--- src/rtl/jtag_host_seq.sv ---
// JTAG host sequencer: turns RESET/SHIFT_IR/SHIFT_DR/RUN_IDLE commands into TMS/TDI and captures TDO.
// Latency from IDLE DR n+5, IR n+6, RESET 6, RUN n (+1 from TLR); cmd_ready low while a command runs.
module jtag_host_seq #(
  parameter int DATA_W = 32,
  parameter int LEN_W  = 6
) (
  input  logic              TCLK,
  input  logic              TRSTN,
  input  logic              cmd_valid,
  output logic              cmd_ready,
  input  logic [1:0]        cmd_op,
  input  logic [LEN_W-1:0]  cmd_len,
  input  logic [DATA_W-1:0] cmd_data,
  input  logic              TDO,
  output logic              TMS,
  output logic              TDI,
  output logic              rsp_valid,
  output logic [DATA_W-1:0] rsp_data,
  output logic [3:0]        tap_state
);

  typedef enum logic [3:0] {
    TLR    = 4'd0,  IDLE   = 4'd1,  SEL_DR = 4'd2,  CAP_DR = 4'd3,
    SH_DR  = 4'd4,  EX1_DR = 4'd5,  PAU_DR = 4'd6,  EX2_DR = 4'd7,
    UPD_DR = 4'd8,  SEL_IR = 4'd9,  CAP_IR = 4'd10, SH_IR  = 4'd11,
    EX1_IR = 4'd12, PAU_IR = 4'd13, EX2_IR = 4'd14, UPD_IR = 4'd15
  } tap_e;

  typedef enum logic [2:0] {H_WAIT, H_PRE, H_SHIFT, H_POST, H_RST, H_RUN} host_e;

  localparam logic [LEN_W-1:0] LEN_MAX  = LEN_W'(DATA_W);
  localparam logic [LEN_W-1:0] LEN_ONE  = LEN_W'(1);
  localparam logic [LEN_W:0]   CNT_ONE  = (LEN_W+1)'(1);
  localparam logic [LEN_W:0]   CNT_FIVE = (LEN_W+1)'(5);
  localparam logic [LEN_W:0]   CNT_SIX  = (LEN_W+1)'(6);

  tap_e              tap_q;
  tap_e              tap_nx;
  host_e             st;
  logic [4:0]        pre_pat;
  logic [4:0]        pat;
  logic [2:0]        pre_left;
  logic [2:0]        pat_len;
  logic [LEN_W:0]    cnt;
  logic [LEN_W:0]    run_n;
  logic [LEN_W-1:0]  nbits;
  logic [LEN_W-1:0]  shift_n;
  logic [DATA_W-1:0] sh_dat;
  logic [DATA_W-1:0] cap;
  logic              from_tlr;
  logic              accept;
  logic              fin;

  assign tap_state = tap_q;

  // Shadow of the target TAP, stepped by the TMS value the target sees at this edge.
  always_comb begin
    tap_nx = tap_q;
    case (tap_q)
      TLR:    tap_nx = TMS ? TLR    : IDLE;
      IDLE:   tap_nx = TMS ? SEL_DR : IDLE;
      SEL_DR: tap_nx = TMS ? SEL_IR : CAP_DR;
      CAP_DR: tap_nx = TMS ? EX1_DR : SH_DR;
      SH_DR:  tap_nx = TMS ? EX1_DR : SH_DR;
      EX1_DR: tap_nx = TMS ? UPD_DR : PAU_DR;
      PAU_DR: tap_nx = TMS ? EX2_DR : PAU_DR;
      EX2_DR: tap_nx = TMS ? UPD_DR : SH_DR;
      UPD_DR: tap_nx = TMS ? SEL_DR : IDLE;
      SEL_IR: tap_nx = TMS ? TLR    : CAP_IR;
      CAP_IR: tap_nx = TMS ? EX1_IR : SH_IR;
      SH_IR:  tap_nx = TMS ? EX1_IR : SH_IR;
      EX1_IR: tap_nx = TMS ? UPD_IR : PAU_IR;
      PAU_IR: tap_nx = TMS ? EX2_IR : PAU_IR;
      EX2_IR: tap_nx = TMS ? UPD_IR : SH_IR;
      UPD_IR: tap_nx = TMS ? SEL_DR : IDLE;
      default: tap_nx = TLR;
    endcase
  end

  always_comb begin
    from_tlr = (tap_q == TLR);
    accept   = cmd_valid && cmd_ready;
    shift_n  = (cmd_len == '0 || cmd_len > LEN_MAX) ? LEN_MAX : cmd_len;
    run_n    = (cmd_len == '0) ? CNT_ONE : {1'b0, cmd_len};
    run_n    = run_n + {{LEN_W{1'b0}}, from_tlr};
    // Entry path to Shift-xR, LSB emitted first; a leading 0 leaves TLR first.
    pat      = (cmd_op == 2'd1) ? 5'b00011 : 5'b00001;
    pat_len  = (cmd_op == 2'd1) ? 3'd4 : 3'd3;
    if (from_tlr) begin
      pat     = {pat[3:0], 1'b0};
      pat_len = pat_len + 3'd1;
    end
    fin = ((st == H_POST) && (cnt != '0)) ||
          ((st == H_RST)  && (cnt == CNT_SIX)) ||
          ((st == H_RUN)  && (cnt == CNT_ONE));
  end

  always_ff @(posedge TCLK or negedge TRSTN) begin
    if (!TRSTN) begin
      tap_q     <= TLR;
      st        <= H_WAIT;
      TMS       <= 1'b1;
      TDI       <= 1'b0;
      cmd_ready <= 1'b1;
      rsp_valid <= 1'b0;
      rsp_data  <= '0;
      pre_pat   <= '0;
      pre_left  <= '0;
      cnt       <= '0;
      nbits     <= '0;
      sh_dat    <= '0;
      cap       <= '0;
    end else begin
      tap_q     <= tap_nx;
      rsp_valid <= 1'b0;
      if (st == H_SHIFT && (tap_q == SH_DR || tap_q == SH_IR))
        cap <= {TDO, cap[DATA_W-1:1]};

      if (fin) begin
        st        <= H_WAIT;
        cmd_ready <= 1'b1;
        rsp_valid <= 1'b1;
        TMS       <= 1'b0;
        TDI       <= 1'b0;
        // Captured bits sit at the top of cap; align them to bit 0.
        rsp_data  <= (st == H_POST) ? (cap >> (LEN_MAX - nbits)) : '0;
      end else begin
        case (st)
          H_WAIT: begin
            TDI <= 1'b0;
            if (accept) begin
              cmd_ready <= 1'b0;
              cap       <= '0;
              case (cmd_op)
                2'd0: begin
                  TMS <= 1'b1;
                  cnt <= CNT_ONE;
                  st  <= H_RST;
                end
                2'd3: begin
                  TMS <= 1'b0;
                  cnt <= run_n;
                  st  <= H_RUN;
                end
                default: begin
                  TMS      <= pat[0];
                  pre_pat  <= pat >> 1;
                  pre_left <= pat_len - 3'd1;
                  nbits    <= shift_n;
                  sh_dat   <= cmd_data;
                  st       <= H_PRE;
                end
              endcase
            end else begin
              TMS <= (tap_nx == TLR);
            end
          end
          H_PRE: begin
            if (pre_left != '0) begin
              TMS      <= pre_pat[0];
              pre_pat  <= pre_pat >> 1;
              pre_left <= pre_left - 3'd1;
            end else begin
              TMS    <= (nbits == LEN_ONE);
              TDI    <= sh_dat[0];
              sh_dat <= sh_dat >> 1;
              cnt    <= CNT_ONE;
              st     <= H_SHIFT;
            end
          end
          H_SHIFT: begin
            if (cnt < {1'b0, nbits}) begin
              TMS    <= (cnt == {1'b0, nbits} - CNT_ONE);
              TDI    <= sh_dat[0];
              sh_dat <= sh_dat >> 1;
              cnt    <= cnt + CNT_ONE;
            end else begin
              TMS <= 1'b1;
              TDI <= 1'b0;
              cnt <= '0;
              st  <= H_POST;
            end
          end
          H_POST: begin
            TMS <= 1'b0;
            cnt <= CNT_ONE;
          end
          H_RST: begin
            TMS <= (cnt != CNT_FIVE);
            cnt <= cnt + CNT_ONE;
          end
          H_RUN: begin
            TMS <= 1'b0;
            cnt <= cnt - CNT_ONE;
          end
          default: st <= H_WAIT;
        endcase
      end
    end
  end

endmodule

--- config.mk ---
export PLATFORM = sky130hd
export DESIGN_NAME = jtag_host_seq
export DESIGN_NICKNAME = d
export VERILOG_FILES = /design/src/rtl/jtag_host_seq.sv
export SDC_FILE = /design/constraint.sdc
export NUM_CORES = 1
export LEC_CHECK = 0
export ABC_CLOCK_PERIOD_IN_PS = 5100
export CAP_MARGIN = 40
export CORE_ASPECT_RATIO = 1.5
export CORE_MARGIN = 2
export CORE_UTILIZATION = 35
export CTS_CLUSTER_SIZE = 24
export DETAILED_ROUTE_END_ITERATION = 12
export SLEW_MARGIN = 20
export SYNTH_ARGS = -nofsm -noshare
export SYNTH_HDL_FRONTEND = slang
export SYNTH_SLANG_ARGS = --single-unit
export TNS_END_PERCENT = 5
--- constraint.sdc ---
create_clock -name TCLK -period 5.1 [get_ports TCLK]
set_clock_uncertainty 0.05 [all_clocks]
set_input_delay 1.02 -clock TCLK [delete_from_list [all_inputs] [get_ports TCLK]]
set_output_delay 1.02 -clock TCLK [all_outputs]
set_load 0.03 [all_outputs]
==> impl_metrics.json <==
{
  "status": "finished clean",
  "power.leakage_nw": 4.29,
  "synth_area_sq_um": 8060,
  "drive_above_1_share": 0.186,
  "grt_overflow": 0,
  "cp-start-kind": "input pin",
  "synthSimpleGateAreaFrac": 0.150,
  "synth.mux.area_fraction": 0.223,
  "clockBufferDepth": 2,
  "synth_top_area_share": 0.382,
  "die_w_microns": 128,
  "whs_ns": 0.406,
  "setup_viol": 0,
  "crit_arrival_ns": 3.31,
  "worst_pin_slew_ns": 0.859,
  "routed_wl_microns": 20400,
  "wire_per_inst_microns": 17.5,
  "clk_pin_slew_ns": 0.06,
  "synth_edf_count": 0,
  "first_pass_iters": 5,
  "regToRegEndpoint": "sh_dat[10]",
  "initial_core_util": 0.353,
  "cp_max_fo": 32,
  "cts_sinks": 125,
  "port_buffers": 83,
  "synth_area_leaders": "dfrtp_1, mux2_2, mux4_2",
  "synth_ff_type": "dfrtp_1",
  "vias": 6289,
  "cts-resized-gates": 0,
  "dpl_worst_slack_ns": 1.61,
  "cts-root-buf": "clkbuf_16",
  "period_share": 0.598,
  "drc": 0,
  "crit_slowest_cell": "clkdlybuf4s50_1",
  "hold_viol": 0,
  "cp-end-kind": "flip-flop",
  "ir_worst_vdd_mv": 0.303,
  "area_growth_pct": 20.1,
  "rsz0062_at_grt": "false",
  "design.die.area_sq_um": 24300,
  "core_sq_um": 22800,
  "htreeDepth": 4,
  "max-cap-violations": 0,
  "reg2regPathDepth": 9,
  "ys_seq_area_frac": 0.388,
  "ys_ff_latch": 125,
  "layout_common_cells": "dfrtp_1, nand2_1, clkdlybuf4s50_1",
  "crit-reg2reg-launch": "nbits[4]",
  "final_common_cell": "dfrtp_1",
  "fin_ws_ns": 2.05,
  "power_per_cell_area_nw_per_um2": 727,
  "cp_data_required_time_ns": 5.36,
  "max_stage_delay_ns": 0.51,
  "syn-num-nets": 879,
  "detail_route.vias_per_cell": 5.40,
  "antenna_cells": 0,
  "cts_buffers": 17,
  "path_class": "input pin to flip-flop",
  "yosysWarnings": 0,
  "num_rows": 68,
  "grtUsageTotal": 0.173,
  "ys_async_sr_fraction": 1.00,
  "synth_top_family_by_area": "multiplexers",
  "drt_first_iter_violations": 391,
  "crit_chain": "clkdlybuf4s50_1 > inv_1 > ha_1 > nand4_1 > a21o_1 > o21ai_0 > nor2b_2 > buf_4 > mux2_2",
  "cts_setup_buffers": 0,
  "grt_pass1_wl_microns": 33300,
  "finalSetupTns_ns": 0,
  "antenna_found_initial": 0,
  "tritoncts": "yes",
  "clk_latency_ns": 0.42,
  "slew_violations": 0,
  "reg2reg_slack_ns": 2.15,
  "max-slew-margin-rel": 0.425,
  "first_global_vias": 6340,
  "totalPowerFinal_w": 0.00704,
  "worstHoldPathType": "input pin to asynchronous set/reset pin",
  "synth-xor-area-share": 0.0239,
  "io_pins": 84,
  "final_nets": 940,
  "grt_start_max_net_pins": 115,
  "post-dp-hpwl_microns": 14700,
  "gp_congestion": 0.838,
  "syn_avg_cell_area_sq_um": 9.94,
  "ant_nets": 0,
  "die_h_microns": 190,
  "synth_cells": 811,
  "fmax_ghz": 0.328,
  "synth-compound-area-share": 0.133,
  "period_needed_ns": 3.05,
  "synth_area_leader_cell": "dfrtp_1",
  "synthAdderAreaFrac": 0.0373,
  "ys_types": 73,
  "hold_buffers": 0
}
## flip-flops by register name (all words and copies together) (netlist names)
signal     count
pre_left       3
nbits          6
cap           32
cmd_ready      1
tap_state      4
TMS            1
rsp_data      32
cnt            7
rsp_valid      1
TDI            1
pre_pat        2
sh_dat        32
st             3
## cells in the mapped netlist, types with 8 or more instances
library cell / number
o211ai_1: 8
nand3_1: 18
mux2_2: 68
xnor2_1: 11
nor2_1: 81
ha_1: 24
clkbuf_1: 22
mux2i_1: 49
buf_2: 22
a221o_1: 9
dfrtp_1: 123
inv_1: 20
nand2_1: 100
o21ai_0: 45
a211oi_1: 9
nor3_1: 14
mux4_2: 23
a21oi_1: 36
## worst max path at each step
stage / from / to / slack, ns / depth (start not counted)
floorplan: nbits[0] / rsp_data[1] / 2.31 / 12
global placement: cmd_op[0] / sh_dat[5] / 1.63 / 9
detailed placement: cmd_op[0] / sh_dat[8] / 1.61 / 9
CTS: cmd_op[0] / sh_dat[10] / 2.06 / 9
global route: cmd_op[0] / sh_dat[10] / 1.88 / 9
finish: cmd_op[0] / sh_dat[10] / 2.05 / 9
## worst max-delay path: cells and delay by family
kind	cells	cell delay (ns)
multiplexers	1	0.39
adder cells (fa/ha/maj)	1	0.36
buffers and inverters	3	0.96
AND/OR/NAND/NOR	2	0.29
AO/OA/AOI/OAI	2	0.24
## area by class of cell
class,instances,area [sq um]
Multi-Input combinational cell,610,4590
Timing Repair Buffer,96,976
Clock buffer,20,457
Clock inverter,11,86.3
Inverter,22,82.6
Tap cell,280,350
Sequential cell,125,3130
Fill cell,2198,13100
## where the power goes
group	internal, W	switching, W	total [W]
sequential	0.00141	0.000519	0.00193
clock	0.000649	0.000473	0.00112
combinational	0.00179	0.00220	0.00398
## layer usage
metal	global-route usage	share of wire	up-vias	wire length, microns
li1	-	-	3051	-
met1	0.202	0.41	3072	8360
met2	0.309	0.53	133	10800
met3	0.0329	0.035	33	715
met4	0.0697	0.025	0	519
met5	0	0	-	0
## logic make-up after synthesis
family          Yosys count
mux                     142
simple gates            262
compound gates          163
flops                   125
fa+ha+maj                24
xor+xnor                 19
buf+inv                  76
## per-stage QoR
stage,instances,util,cell area [sq um]
floorplan,811,-,8060
global placement,1129,0.398,9060
detailed placement,1133,0.401,9130
CTS,1164,0.424,9680
global route,1164,0.424,9680
finish,1164,0.424,9680
(Power assumes the default switching activity.)
